File: src/rtl/uart_rx_byte_fifo.sv
// UART byte sink: parity check, 16-deep FWFT FIFO, sticky overflow and saturating parity-error count.
// A write shows on dout_* one cycle later; dout_ready=0 holds the head, and a write into a full FIFO is dropped unless a pop frees a slot that cycle.
module uart_rx_byte_fifo #(
  parameter bit PARITY_ODD = 1'b0,
  parameter bit DROP_BAD   = 1'b0,
  parameter int ADDR_W     = 4
) (
  input  logic              Clk,
  input  logic              Rst_n,
  input  logic              Rx_Done,
  input  logic [7:0]        data_byte,
  input  logic              check1,
  input  logic              flush,
  input  logic              clear_err,
  input  logic              dout_ready,
  output logic              dout_valid,
  output logic [7:0]        dout_data,
  output logic              dout_perr,
  output logic [ADDR_W:0]   fifo_count,
  output logic              overflow,
  output logic [15:0]       perr_cnt
);

  localparam int DEPTH = 2 ** ADDR_W;
  localparam logic [ADDR_W:0]   CNT_FULL = (ADDR_W + 1)'(DEPTH);
  localparam logic [ADDR_W:0]   CNT_ONE  = (ADDR_W + 1)'(1);
  localparam logic [ADDR_W-1:0] PTR_ONE  = ADDR_W'(1);

  typedef struct packed {
    logic       perr;
    logic [7:0] dat;
  } entry_t;

  entry_t              mem_q [DEPTH];
  entry_t              mem_d [DEPTH];
  logic [ADDR_W-1:0]   wr_ptr_q, wr_ptr_d;
  logic [ADDR_W-1:0]   rd_ptr_q, rd_ptr_d;
  logic [ADDR_W:0]     count_q, count_d;
  logic                overflow_q, overflow_d;
  logic [15:0]         perr_cnt_q, perr_cnt_d;

  logic perr;
  logic wr_req;
  logic pop;
  logic full;
  logic do_wr;

  always_comb begin
    perr   = Rx_Done & (((^data_byte) ^ PARITY_ODD) != check1);
    wr_req = Rx_Done & ~(DROP_BAD & perr);
    full   = (count_q == CNT_FULL);
    pop    = dout_valid & dout_ready;
    // A pop in the same cycle frees the slot, so a full FIFO still accepts the write.
    do_wr  = wr_req & (~full | pop) & ~flush;
  end

  always_comb begin
    mem_d      = mem_q;
    wr_ptr_d   = wr_ptr_q;
    rd_ptr_d   = rd_ptr_q;
    count_d    = count_q;
    overflow_d = clear_err ? 1'b0 : overflow_q;
    perr_cnt_d = clear_err ? 16'd0 : perr_cnt_q;

    if (perr && perr_cnt_d != 16'hFFFF) begin
      perr_cnt_d = perr_cnt_d + 16'd1;
    end

    if (flush) begin
      wr_ptr_d = '0;
      rd_ptr_d = '0;
      count_d  = '0;
    end else begin
      if (do_wr) begin
        mem_d[wr_ptr_q] = '{perr: perr, dat: data_byte};
        wr_ptr_d        = wr_ptr_q + PTR_ONE;
      end
      if (pop) begin
        rd_ptr_d = rd_ptr_q + PTR_ONE;
      end
      if (do_wr && !pop) begin
        count_d = count_q + CNT_ONE;
      end else if (pop && !do_wr) begin
        count_d = count_q - CNT_ONE;
      end
      if (wr_req && full && !pop) begin
        overflow_d = 1'b1;
      end
    end
  end

  always_ff @(posedge Clk or negedge Rst_n) begin
    if (!Rst_n) begin
      for (int i = 0; i < DEPTH; i++) begin
        mem_q[i] <= '0;
      end
      wr_ptr_q   <= '0;
      rd_ptr_q   <= '0;
      count_q    <= '0;
      overflow_q <= 1'b0;
      perr_cnt_q <= '0;
    end else begin
      mem_q      <= mem_d;
      wr_ptr_q   <= wr_ptr_d;
      rd_ptr_q   <= rd_ptr_d;
      count_q    <= count_d;
      overflow_q <= overflow_d;
      perr_cnt_q <= perr_cnt_d;
    end
  end

  always_comb begin
    dout_valid = (count_q != '0);
    dout_data  = mem_q[rd_ptr_q].dat;
    dout_perr  = mem_q[rd_ptr_q].perr;
    fifo_count = count_q;
    overflow   = overflow_q;
    perr_cnt   = perr_cnt_q;
  end

endmodule

File: config.mk
export PLATFORM = sky130hd
export DESIGN_NAME = uart_rx_byte_fifo
export DESIGN_NICKNAME = d
export VERILOG_FILES = /design/src/rtl/uart_rx_byte_fifo.sv
export SDC_FILE = /design/constraint.sdc
export NUM_CORES = 1
export LEC_CHECK = 0
export CAP_MARGIN = 10
export CORE_MARGIN = 2
export CORE_UTILIZATION = 55
export DETAILED_ROUTE_END_ITERATION = 16
export PLACE_DENSITY = 0.73
export SETUP_SLACK_MARGIN = 0.4
export SLEW_MARGIN = 20
export SYNTH_ARGS = -nofsm -noshare
export SYNTH_HDL_FRONTEND = slang
export SYNTH_SLANG_ARGS = --single-unit
File: constraint.sdc
create_clock -name Clk -period 3.8 [get_ports Clk]
set_clock_uncertainty 0.05 [all_clocks]
set_input_delay 0.57 -clock Clk [delete_from_list [all_inputs] [get_ports Clk]]
set_output_delay 0.57 -clock Clk [all_outputs]
set_load 0.02 [all_outputs]
; ---- Yosys cells after proc, flatten, opt, wreduce, memory -nomap -nowiden
; Index checks and enable logic that the tools add are counted.
[word_totals]
reg_bits = 174
input_bits = 15
out_inout_bits = 32
word_cells = 89
[classes]
add_sub_neg = 5
magnitude_cmp = 3
n_eq_ne = 3
muxes = 18
bitwise = 9
reduce_logical = 14
[op_table]
columns = cell, n
row1 = bitwise mux 144 bit, 1
row2 = binary-select mux 9 bit (select 4 bit), 1
row3 = demux 9 bit (select 4 bit), 1
row4 = two-way mux 16 bit, 2
row5 = two-way mux 9 bit, 3
row6 = adder 16 x 1 -> 16 bit (second input constant), 1
row7 = two-way mux 4 bit, 4
row8 = inequality test 16 bit (second input constant), 1
row9 = two-way mux 5 bit, 3
row10 = greater-or-equal comparator 5 bit (second input constant), 2
row11 = NOT 4 -> 5 bit, 2
row12 = adder 4 x 1 -> 4 bit (second input constant), 2
row13 = XOR reduction 8 bit, 1
row14 = logical AND 1 bit, 6
row15 = adder 5 x 1 -> 5 bit (second input constant), 1
row16 = equality test 5 bit (second input constant), 1
row17 = less-than comparator 5 x 1 -> 1 bit (second input constant), 1
row18 = nonzero test 5 bit, 1
row19 = subtractor 5 x 1 -> 5 bit (second input constant), 1
row20 = AND 1 bit, 4
row21 = nonzero test 2 bit, 2
row22 = two-way mux 1 bit, 3
row23 = nonzero test 3 bit, 1
row24 = zero test 1 bit, 2
row25 = 4 further kinds, 5

; ---- Depth between registers and ports, before layout
[depth]
depth_word = 10
depth_mapped = 11
depth_no_buf = 10

; ---- Worst setup path after synthesis
; OpenSTA, ideal clock, no wires.
[synth_path]
kind = register to register
start = register count_q[1] (netlist: fifo_count[1])
end = register count_q[4] (netlist: fifo_count[4])
setup_ns = 0.132
arrival_ns = 2.994
required_ns = 3.618
setup_slack_ns = 0.624
stages_incl_launch_ff = 11
n_path_buf = 0
synth_period_minus_slack_ns = 3.176
cell_sequence = dfrtp_1 or4_1 o21ai_1 nand3_1 or2_2 fa_1 a21o_1 a21oi_1 mux2i_1 xnor2_1 nor2_1
[synth_via]
elab_chain_len = 8
elab_cells_between_ends = 17
classes_between = add/sub: 2 / eq/ne: 1 / mux: 3 / bitwise: 5 / reduce/logical: 6
[synth_lines]
columns = item, line_no
row1 = "start, declared", 38  ; logic [ADDR_W:0] count_q, count_d;
row2 = "start signal, assigned", 106  ; count_q <= count_d;
row3 = nonzero test 5 bit / equality test 5 bit (equally long branches), "113, 51"
row4 = AND 1 bit / NOT 1 bit (equally long branches), "52, 54"
row5 = bitwise OR 1 bit, 54  ; do_wr = wr_req & (~full | pop) & ~flush;
row6 = AND 1 bit (2 in series), 54
row7 = logical AND 1 bit / zero test 1 bit (equally long branches), "81, 83"
row8 = two-way mux 5 bit / logical AND 1 bit (equally long branches), "81, 83"
row9 = two-way mux 5 bit / nonzero test 3 bit (equally long branches), -
; Several ways; a longest one is shown, not always the timed one. The select of a mux whose other input is x is not followed.
; A chain may end at the register's enable or synchronous reset.

; ---- Worst setup path in the final report
[layout_path]
start = register rd_ptr_q[0]
end = output port dout_data[2]
[layout_via]
elab_chain_len = 4
[layout_lines]
columns = item, line_no
row1 = "start, declared", 37  ; logic [ADDR_W-1:0] rd_ptr_q, rd_ptr_d;
row2 = "start signal, assigned", 105  ; rd_ptr_q <= rd_ptr_d;
row3 = NOT 4 -> 5 bit (not written as such), 114  ; dout_data = mem_q[rd_ptr_q].dat;
row4 = binary-select mux 9 bit (select 4 bit), 114
row5 = two-way mux 9 bit (2 in series), -
row6 = "end, declared", 17  ; output logic [7:0] dout_data,
; No other way between the ends. The select of a mux whose other input is x is not followed.

==> impl_metrics.py <==
metrics = {
    "global_routing": {
        "grt_max_degree": 90,
        "grt_pass1_vias": 5365,
        "grt_pass1_wl_um": 29500,
        "grt_overflow": 0,
        "antenna_found_initial": 0,
        "grt_usage_pct": 24.4,
    },
    "finish": {
        "antenna_cells": 0,
        "utilization_pct": 66.3,
        "nNetsFinal": 654,
        "syn_to_final_growth_pct": 16.5,
        "final_area_um2": 9700,
        "fill_cells": 1028,
        "register_area_um2": 4360,
        "final_layout_size_suffix_gt1_share_pct": 40.1,
        "multi_input_area_um2": 3830,
    },
    "clock_network": {
        "clock_latency_ps": 440,
        "path_clk_slew_ps": 60,
        "ctsHoldBuffers": 0,
        "cts_tree": "built",
        "htreeDepth": 4,
        "cts_inserted_buffers": 17,
        "root_buffer": "clkbuf_16",
        "clockBufferDepth": 2,
        "cts_sinks": 174,
    },
    "synth": {
        "synthFlopType": "dfrtp_1",
        "synthDistinctLibCells": 48,
        "async_flop_share_pct": 100,
        "synth_enable_flop_cells": 0,
        "synth_fp_nets": 591,
        "yosysWarningCount": 0,
        "ys_seq_area_share_pct": 52.3,
        "ys_ff_latch": 174,
        "netlist_instances": 565,
        "synth.avg_cell_area_um2": 14.7,
        "synth_area_um2": 8330,
    },
    "placement": {
        "placed_area_um2": 9110,
        "place_hpwl_um": 11600,
        "place_congestion": 0.813,
        "io_buffer_count": 46,
    },
    "floorplan": {
        "io_pins": 47,
        "die_area_um2": 16100,
        "num_rows": 44,
        "core_um2": 14600,
        "die_x_um": 127,
        "start_util_pct": 56.9,
        "fp.dieH_um": 127,
    },
    "drt": {
        "wl_per_cell_um": 22.4,
        "antenna_left": 0,
        "wirelength_um": 18500,
        "drc": 0,
        "vias_per_cell": 6.20,
        "drtPass1Iterations": 4,
        "vias": 5111,
        "drt_iter0_markers": 335,
    },
    "sta": {
        "slew_headroom_pct": 45.5,
        "fmax_ghz": 0.300,
        "finalSetupViolations": 0,
        "rsz0062_at_grt": "true",
        "slew_violations": 0,
        "fin_crit_sh_pct": 87.6,
        "tightest_slew_ps": 818,
        "period_minus_slack_ps": 3330,
        "final-hold-violation-count": 0,
        "fin_tns_setup_ps": 0,
    },
    "power": {
        "p_sw_mw": 1.59,
        "p_leak_nw": 4.40,
        "peakVddDrop_mv": 0.378,
        "pwr-share-comb_pct": 27.6,
        "swShare_pct": 30.2,
        "power.share.clock_pct": 30.5,
        "p_int_mw": 3.68,
        "power-per-cell-area_nw_per_um2": 544,
        "pwr-share-seq_pct": 41.9,
    },
    "critical_path": {
        "crit_fanout": 19,
        "r2r_slack_ps": 560,
        "cp-start-kind": "register",
        "cpMaxStageDelayCell": "clkdlybuf4s50_1",
        "crit_chain": "clkbuf_16, mux4_2, mux4_2, clkdlybuf4s50_1",
        "cp_num_buf_inv": 2,
        "cp_top_family": "multiplexers",
        "critPathRequiredTime_ps": 3180,
        "timing.critical_path.mode_cell": "mux4_2",
        "cp.arrival_ps": 2710,
        "endpoint_kind": "output port",
        "critical_path_class": "reg -> out",
        "cpPeakStageDelay_ps": 560,
    },
    "run_status": {
        "status": "complete, no violations",
    },
    "run": {
        "cap_violations": 0,
    },
    "min_path": {
        "min_path_type": "in -> async",
    },
}
## worst paths after layout
path,start,endpoint,cells past startpoint
max,rd_ptr_q[0]$_DFFE_PN0P_,dout_data[2],4
min,Rst_n,fifo_count[1]$_DFFE_PN0P_,1
max reg2reg,fifo_count[0]$_DFFE_PN0P_,fifo_count[4]$_DFFE_PN0P_,10
min reg2reg,mem_q[42]$_DFFE_PN0P_,mem_q[42]$_DFFE_PN0P_,1
max in group asynchronous,Rst_n,mem_q[47]$_DFFE_PN0P_,2
min in group Clk,mem_q[42]$_DFFE_PN0P_,mem_q[42]$_DFFE_PN0P_,1
## cells in the final DEF, fill, tap and decap left out, types with 2 or more instances in the layout
master,count
nand4_1,2
o31a_1,2
inv_6,3
buf_6,2
clkinv_2,4
mux4_2,45
nand3_4,5
mux2i_1,2
xor2_1,4
and3_1,2
buf_4,21
or2_2,4
nor2b_1,8
dfrtp_1,173
inv_1,7
dlymetal6s2s_1,6
mux2_1,14
nor2_1,26
nand3b_2,2
clkinvlp_4,3
nor4_1,4
a21oi_1,8
ha_1,10
clkdlybuf4s50_1,39
or3_1,3
clkinv_4,4
nand3b_1,2
clkbuf_16,18
or4_1,2
mux2_2,131
nor2_2,4
nand2_1,20
o21ai_0,7
nand3_1,15
xnor2_1,17
## registers in the layout, indices dropped and copies added (netlist names)
| signal | count |
|---|---|
| overflow | 1 |
| wr_ptr_q | 4 |
| mem_q | 144 |
| perr_cnt | 16 |
| rd_ptr_q | 4 |
| fifo_count | 5 |
## cell families (layout without fill, tap and decap cells)
kind of cell             after synthesis  after routing  share of synthesized area [%]
XOR/XNOR                              24             24                           3.02
flip-flops                           174            174                           52.3
AO/OA/AOI/OAI                         24             24                           1.76
AND/OR/NAND/NOR                      106            106                           7.44
adder cells (fa/ha/maj)               11             11                           1.74
buffers and inverters                 34            110                           1.71
multiplexers                         192            192                           32.0
## power groups by stage
stage	logic, mW	registers, mW	clock network, mW
5_1_grt	1.57	2.24	1.71
3_3_place_gp	1.43	2.22	0
6_report	1.46	2.21	1.61
3_5_place_dp	1.45	2.23	0
2_1_floorplan	0.953	2.23	0
4_1_cts	1.46	2.20	1.63
## cells in the mapped netlist (2+ instances only)
cell        n  share of area, %
nand3_1    15              0.90
nand3_4     5               1.1
clkbuf_1   19              0.86
xor2_1      4              0.42
mux2_1     14               1.9
nor2b_1     8              0.60
and3_1      2              0.15
dfrtp_1   174                52
mux2i_1     2              0.24
nor2_1     26               1.2
o31a_1      2              0.21
or3_1       3              0.23
nand3b_2    2              0.27
inv_1       7              0.32
nand4_1     2              0.15
nand2_1    20              0.90
ha_1       10               1.5
nor4_1      4              0.30
mux2_2    131                18
nand3b_1    2              0.18
a21oi_1     8              0.48
nor2_2      4              0.30
or4_1       2              0.18
xnor2_1    17               1.8
or2_2       4              0.30
mux4_2     45                12
buf_2       6              0.36
o21ai_0     7              0.42
## through the flow
step	instances	hold WS [ps]	worst slack, ps	power (mW)
floorplan	565	224	624	3.18
global placement	792	408	506	3.65
global route	825	206	365	5.52
detailed placement	792	422	422	3.68
finish	825	138	471	5.28
CTS	824	173	355	5.30
## metal layers
layer	share of wire [%]	track usage, %	up-vias
met5	0	0	-
met4	2.2	8.99	0
met3	5.1	5.15	31
met2	50	39.8	132
met1	43	32.8	2722
li1	-	-	2226
## repair_timing
item	in CTS	in global routing
gates cloned	0	1
setup buffers	0	0
gates resized for setup	1	8
setup endpoints to repair	7	10
## cell type report
cell class	count	area share (%)
tap	184	2.37
inverter	7	0.271
clock buffer	17	4.38
clock inverter	15	1.19
timing repair buffer	71	7.40
multi-input combinational	357	39.5
sequential	174	44.9
Note: power is estimated with default switching activity, not from simulation.
